`src/rtl/traffic_light_seq.sv`:
```
// N-direction round-robin traffic-light sequencer: GREEN -> YELLOW -> ALL_RED per direction.
// Optional pedestrian-call / early-end-of-green logic is built when TRAFFIC_PED_REQ_EN is defined.
module traffic_light_seq #(
  parameter int unsigned NUM_DIR  = 2,
  parameter int unsigned CNT_W    = 4,
  parameter int unsigned GREEN_T  = 10,
  parameter int unsigned YELLOW_T = 4,
  parameter int unsigned ALLRED_T = 1,
`ifdef TRAFFIC_PED_REQ_EN
  parameter int unsigned PED_GREEN_T = 3,
`endif
  localparam int unsigned DIR_W = (NUM_DIR > 1) ? $clog2(NUM_DIR) : 1
) (
  input  logic                     clk,
  input  logic                     resetSW_n,
  input  logic                     tick,
  input  logic                     hold,
`ifdef TRAFFIC_PED_REQ_EN
  input  logic [NUM_DIR-1:0]       ped_req,
  output logic [NUM_DIR-1:0]       ped_pending,
`endif
  output logic [NUM_DIR*CNT_W-1:0] count,
  output logic [NUM_DIR*3-1:0]     lamps,
  output logic [DIR_W-1:0]         active_dir,
  output logic [1:0]               phase
);

  typedef enum logic [1:0] {
    StGreen  = 2'd0,
    StYellow = 2'd1,
    StAllRed = 2'd2
  } phase_e;

  phase_e             phase_q, phase_d;
  logic [DIR_W-1:0]   dir_q, dir_d;
  logic [CNT_W-1:0]   cnt_q, cnt_d;
  logic               advance;
  logic               last_tick;

  assign advance   = tick && !hold;
  assign last_tick = (cnt_q == CNT_W'(1));

`ifdef TRAFFIC_PED_REQ_EN
  logic [NUM_DIR-1:0] ped_q, ped_d;
  logic               ped_other;
  logic               enter_green;

  assign enter_green = advance && last_tick && (phase_q == StAllRed);

  // A call from any direction other than the one currently holding green.
  always_comb begin
    ped_other = 1'b0;
    for (int unsigned d = 0; d < NUM_DIR; d++) begin
      if (ped_q[d] && (DIR_W'(d) != dir_q)) begin
        ped_other = 1'b1;
      end
    end
  end

  // Clearing on entry to GREEN is applied last so it wins over a same-cycle request.
  always_comb begin
    ped_d = ped_q;
    for (int unsigned d = 0; d < NUM_DIR; d++) begin
      if (ped_req[d] && !((DIR_W'(d) == dir_q) && (phase_q != StAllRed))) begin
        ped_d[d] = 1'b1;
      end
      if (enter_green && (DIR_W'(d) == dir_d)) begin
        ped_d[d] = 1'b0;
      end
    end
  end

  always_ff @(posedge clk) begin
    if (!resetSW_n) begin
      ped_q <= '0;
    end else begin
      ped_q <= ped_d;
    end
  end

  assign ped_pending = ped_q;
`endif

  // State register
  always_ff @(posedge clk) begin
    if (!resetSW_n) begin
      phase_q <= StGreen;
      dir_q   <= '0;
      cnt_q   <= CNT_W'(GREEN_T);
    end else begin
      phase_q <= phase_d;
      dir_q   <= dir_d;
      cnt_q   <= cnt_d;
    end
  end

  // Next-state logic
  always_comb begin
    phase_d = phase_q;
    dir_d   = dir_q;
    cnt_d   = cnt_q;
    if (advance) begin
      if (!last_tick) begin
        cnt_d = cnt_q - CNT_W'(1);
`ifdef TRAFFIC_PED_REQ_EN
        if ((phase_q == StGreen) && ped_other && (cnt_q > CNT_W'(PED_GREEN_T))) begin
          cnt_d = CNT_W'(PED_GREEN_T);
        end
`endif
      end else begin
        unique case (phase_q)
          StGreen: begin
            phase_d = StYellow;
            cnt_d   = CNT_W'(YELLOW_T);
          end
          StYellow: begin
            phase_d = StAllRed;
            cnt_d   = CNT_W'(ALLRED_T);
          end
          StAllRed: begin
            phase_d = StGreen;
            cnt_d   = CNT_W'(GREEN_T);
            dir_d   = (dir_q == DIR_W'(NUM_DIR - 1)) ? '0 : dir_q + DIR_W'(1);
          end
          default: begin
            phase_d = StGreen;
            cnt_d   = CNT_W'(GREEN_T);
          end
        endcase
      end
    end
  end

  // Output decode: registers only, every non-active direction blank and red.
  always_comb begin
    count = '1;
    lamps = '0;
    for (int unsigned d = 0; d < NUM_DIR; d++) begin
      lamps[d*3 +: 3] = 3'b100;
      if (DIR_W'(d) == dir_q) begin
        unique case (phase_q)
          StGreen: begin
            lamps[d*3 +: 3]         = 3'b001;
            count[d*CNT_W +: CNT_W] = cnt_q;
          end
          StYellow: begin
            lamps[d*3 +: 3]         = 3'b010;
            count[d*CNT_W +: CNT_W] = cnt_q;
          end
          default: ;
        endcase
      end
    end
  end

  assign active_dir = dir_q;
  assign phase      = phase_q;

endmodule
```
`config.mk`:
```
export PLATFORM = sky130hd
export DESIGN_NAME = traffic_light_seq
export DESIGN_NICKNAME = d
export VERILOG_FILES = /design/src/rtl/traffic_light_seq.sv
export SDC_FILE = /design/constraint.sdc
export NUM_CORES = 1
export LEC_CHECK = 0
export CAP_MARGIN = 20
export CORE_AREA = 10 10 47 49
export DETAILED_ROUTE_END_ITERATION = 7
export DIE_AREA = 0 0 57 59
export PLACE_DENSITY = 0.7
export SKIP_LAST_GASP = 1
export SLEW_MARGIN = 40
export SYNTH_ARGS = -nofsm -noshare
export SYNTH_HDL_FRONTEND = slang
export SYNTH_SLANG_ARGS = --single-unit
```
`constraint.sdc`:
```
create_clock -name clk -period 3.2 [get_ports clk]
set_clock_uncertainty 0.15 [all_clocks]
set_input_delay 0.64 -clock clk [delete_from_list [all_inputs] [get_ports clk]]
set_output_delay 0.64 -clock clk [all_outputs]
set_load 0.005 [all_outputs]
```
**After elaboration in Yosys (flattened, before gate mapping)**

Cells that the tools add are included.

- Shift-type cells: 0
- Divide/modulo/power cells: 0
- Add/sub/neg operators: 2
- Reduce and logical (&&, ||, !) cells: 6
- Magnitude comparators: 0
- Mux-type cells: 10
- $mul: 0
- Equal/unequal tests: 3
- Bitwise gates (word level): 0

Operator list:

| cell | count |
|---|---|
| $mux W4 | 4 |
| $pmux W4 S2 | 1 |
| $mux W3 | 2 |
| $pmux W3 S2 | 1 |
| $eq A4 B1 Y1 const B | 1 |
| $pmux W2 S2 | 1 |
| $sub A4 B1 Y4 const B | 1 |
| $reduce_and A3 Y1 | 1 |
| $eq A2 B1 Y1 const B | 1 |
| $eq A2 B2 Y1 const B | 1 |
| $logic_not A2 Y1 | 1 |
| $reduce_and A2 Y1 | 1 |
| $reduce_or A2 Y1 | 1 |
| $add A1 B1 Y1 const B | 1 |
| $logic_and A1 B1 Y1 | 1 |
| $logic_not A1 Y1 | 1 |
| $mux W1 | 1 |

- Word-level logic and storage cells: 24
- Input port bits: 4
- Memories kept: 0
- Output and inout port bits: 17
- Register bits after elaboration: 7
- Latch bits: 0
- ROM bits: 0
- Memory bits (writable): 0

**Logic depth before layout (Yosys ltp)**

- Word-level depth: 4
- Mapped depth: 5
- Mapped depth without buffers: 5

**Least setup slack after synthesis**

OpenSTA, ideal clock, no wires.

- Path type: reg2out
- Start point: reg phase_q[1], in the netlist phase[1]
- End point: out lamps[0]
- Arrival time: 0.917 ns
- Stages on the path, launching flop included: 4
- Path slack: 1.493 ns
- Cell sequence: dfxtp_1 -> clkbuf_1 -> or2_2 -> nor2_1

- Cells in the longest elaborated chain, start to end: 3

RTL lines:

| element | RTL line | source |
|---|---|---|
| start, declared | 34 | `phase_e phase_q, phase_d;` |
| start signal, assigned | 87 | `phase_q <= StGreen;` |
| start signal, assigned | 91 | `phase_q <= phase_d;` |
| $eq A2 B1 Y1 / $logic_not A2 Y1 (equally long branches) | 141 | `unique case (phase_q)` |
| $pmux W3 S2 (*) | 141 |  |
| $mux W3 (*) | 140 | `if (DIR_W'(d) == dir_q) begin` |
| end, declared | 23 | `output logic [NUM_DIR*3-1:0] lamps,` |

Every way passes the cells marked *; elsewhere a longest branch is shown, timed or not.

**Worst setup path in the final report**

- Start point: reg dir_q, in the netlist active_dir
- End point: out lamps[4]

- Cells in the longest elaborated chain, start to end: 1

RTL lines:

| element | RTL line | source |
|---|---|---|
| start, declared | 35 | `logic [DIR_W-1:0] dir_q, dir_d;` |
| start signal, assigned | 92 | `dir_q <= dir_d;` |
| $mux W3 | 140 |  |

No other way between the ends.

==> impl_metrics.yaml <==
run_status:
  outcome: "completed"
placement:
  routabilityCongestion: 0.799
  port_buffers: 20
  numPlacedInstances: 98
  hpwlAfterDp_um: 1100
global_routing:
  grt_max_degree: 14
  antenna_found_initial: 0
  grt_pass1_vias: 519
  overflow: 0
  grt_pass1_wl_um: 2490
  track_usage_pct: 9.23
clock_tree:
  cts_made_buffers: 3
  postCtsHoldBufs: 0
  clk-insertion-delay-late_ns: 0.26
  tritoncts: "done"
  cts_root_buffer: "clkbuf_4"
  clockBufferDepth: 2
  h-tree-depth: 1
  cts_resized: 0
  path_clk_slew_ns: 0.06
  cts_setup_buffers: 0
  clock-sinks: 7
yosys:
  synth_seq_cells: 7
  synth_top_area_share_pct: 27.9
  async_flop_share_pct: 0
  synth_cell_type_count: 27
  synth_top_area_cell: "dfxtp_1"
  yosys_warnings: 0
  netlist_instances: 64
  synth_ff_type: "dfxtp_1"
  synth.cell_area_um2: 503
  synth_common_cells: "dfxtp_1, nand2_1, nor2_1"
  synth_edf_count: 0
  synth_nets: 70
  ys_seq_area_share_pct: 27.9
  syn-mean-instance-area_um2: 7.86
  synth_area_leaders: "dfxtp_1, mux2i_1, nand2_1, ha_1, nand2b_1"
critical_path:
  reg2reg_depth: 5
  path_delay_family: "buffers and inverters"
  reg2reg_slack_ns: 1.55
  critical_path_depth: 4
  cp_num_buf_inv: 2
  crit_path_start: "active_dir"
  endpoint: "lamps[4]"
  worstSetupEndpointType: "output pin"
  cp.arrival_ns: 1.80
  cp_max_fo: 9
  worst_setup_path_start_kind: "register"
  timing.rr.end: "cnt_q[1]"
  path_class: "register to output pin"
  r2r_start: "cnt_q[1]"
  worstPathCellList: "nor2b_1, inv_1, nor2_1, clkdlybuf4s50_1"
  critPathSlowestCell: "clkdlybuf4s50_1"
  crit_required_ns: 2.41
  crit_path_max_incr_delay_ns: 0.51
drt:
  via_count: 526
  ant_nets: 0
  drtIter0Drc: 8
  first_pass_iters: 3
  finalWirelength_um: 1510
  wire_per_inst_um: 14.8
  remaining_drc_errors: 0
  viasPerCell: 5.16
sta:
  fmax_ghz: 0.387
  min_period_ns: 2.59
  finalCritPeriodShare_pct: 80.8
  setup_violations: 0
  slew_viol_final: 0
  hold_viol: 0
  tightest_slew_ns: 0.473
  slew_headroom_pct: 68.4
  tns_ns: 0
  grt_setup_unrepaired: "false"
floorplan:
  die_h_um: 59
  start_util_pct: 35.9
  rows: 14
  io_pins: 21
  die_w_um: 57
  dieArea_mm2: 0.00336
  design.core.area_mm2: 0.00140
final_layout:
  n_fill_cell: 138
  instances_no_fill: 102
  syn_to_final_growth_pct: 47.5
  antenna_cells: 0
  layout-drive-gt1-share_pct: 8.14
  nets: 93
pwr:
  leakagePower_nw: 0.277
  powerDensity_mw_per_mm2: 293
  worst_ir_drop_vdd_mv: 0.194
run:
  cap_violations: 0
hold_path:
  hp-class: "register to register"
==> flip-flops by register name, indices dropped and copies added (netlist names) <==
register / cells
cnt_q: 4
phase: 2
active_dir: 1
==> power by group <==
part	internal (mW)	switching (mW)
registers	0.0907	0.00540
logic	0.0191	0.0148
clock network	0.0480	0.0391
==> per-layer routing <==
metal	GRT usage (%)	part of all wire (%)
met5	0	0
met2	14.3	47
met3	6.65	9.0
met1	9.70	43
met4	3.02	0.66
==> layout by cell type (no fill, tap or decap) <==
master and instances:
nor2b_1 4, inv_1 5, and4_1 1, o31ai_1 1
a21o_1 1, mux2i_1 3, or3_1 4, nor4b_1 1
nand4_1 1, nor3_1 1, a21oi_1 1, o21ai_0 2
a211oi_1 1, clkdlybuf4s50_1 20, clkbuf_1 1, dfxtp_1 7
o21ai_1 1, nand3_1 2, nor4_4 1, nand2b_1 4
nor2_1 6, nor3b_2 1, or2_2 1, ha_1 2
nand2_1 7, nor3b_1 2, or3b_4 1, clkbuf_4 3
a311o_1 1
==> how the worst min path moves through the flow <==
stage | from | endpoint | depth (start not counted)
CTS | active_dir | active_dir | 2
floorplan | active_dir | active_dir | 2
finish | active_dir | active_dir | 2
detailed placement | active_dir | active_dir | 2
global route | active_dir | active_dir | 2
global placement | active_dir | active_dir | 2
==> cells by family (layout without fill, tap and decap cells) <==
kind of cell               count (synthesis)  in the layout  synth area share, %
and+or+nand+nor                           37             37                 45.5
AOI/OAI and AO/OA                          8              8                 10.4
DFF                                        7              7                 27.9
buffers and inverters                      7             29                 5.22
muxes                                      3              3                 5.97
adders and majority gates                  2              2                 4.97
==> worst reg2reg max path, stage by stage (launching register included) <==
cell	delay, ns
dfxtp_1	0.32
inv_1	0.13
ha_1	0.25
nor3b_2	0.30
nor3b_1	0.08
a311o_1	0.31
==> per-stage QoR <==
stage	instance area, um2	util (%)	hold WS, ns	power [mW]	setup slack [ns]
floorplan	503	-	0.357	0.115	1.49
global placement	716	51.1	0.411	0.131	0.900
detailed placement	716	51.1	0.406	0.132	0.894
CTS	742	52.9	0.419	0.219	0.602
global route	742	52.9	0.460	0.228	0.488
finish	742	52.9	0.421	0.217	0.615
==> layout make-up <==
cell class	count	area [um2]	area share, %
Clock buffer	4	26.3	3.54
Sequential cell	7	140	18.9
Timing Repair Buffer	20	200	27.0
Inverter	5	18.8	2.53
Tap cell	16	20.0	2.70
Multi-Input combinational cell	50	337	45.4
No activity file was read; power rests on OpenSTA's default activity.
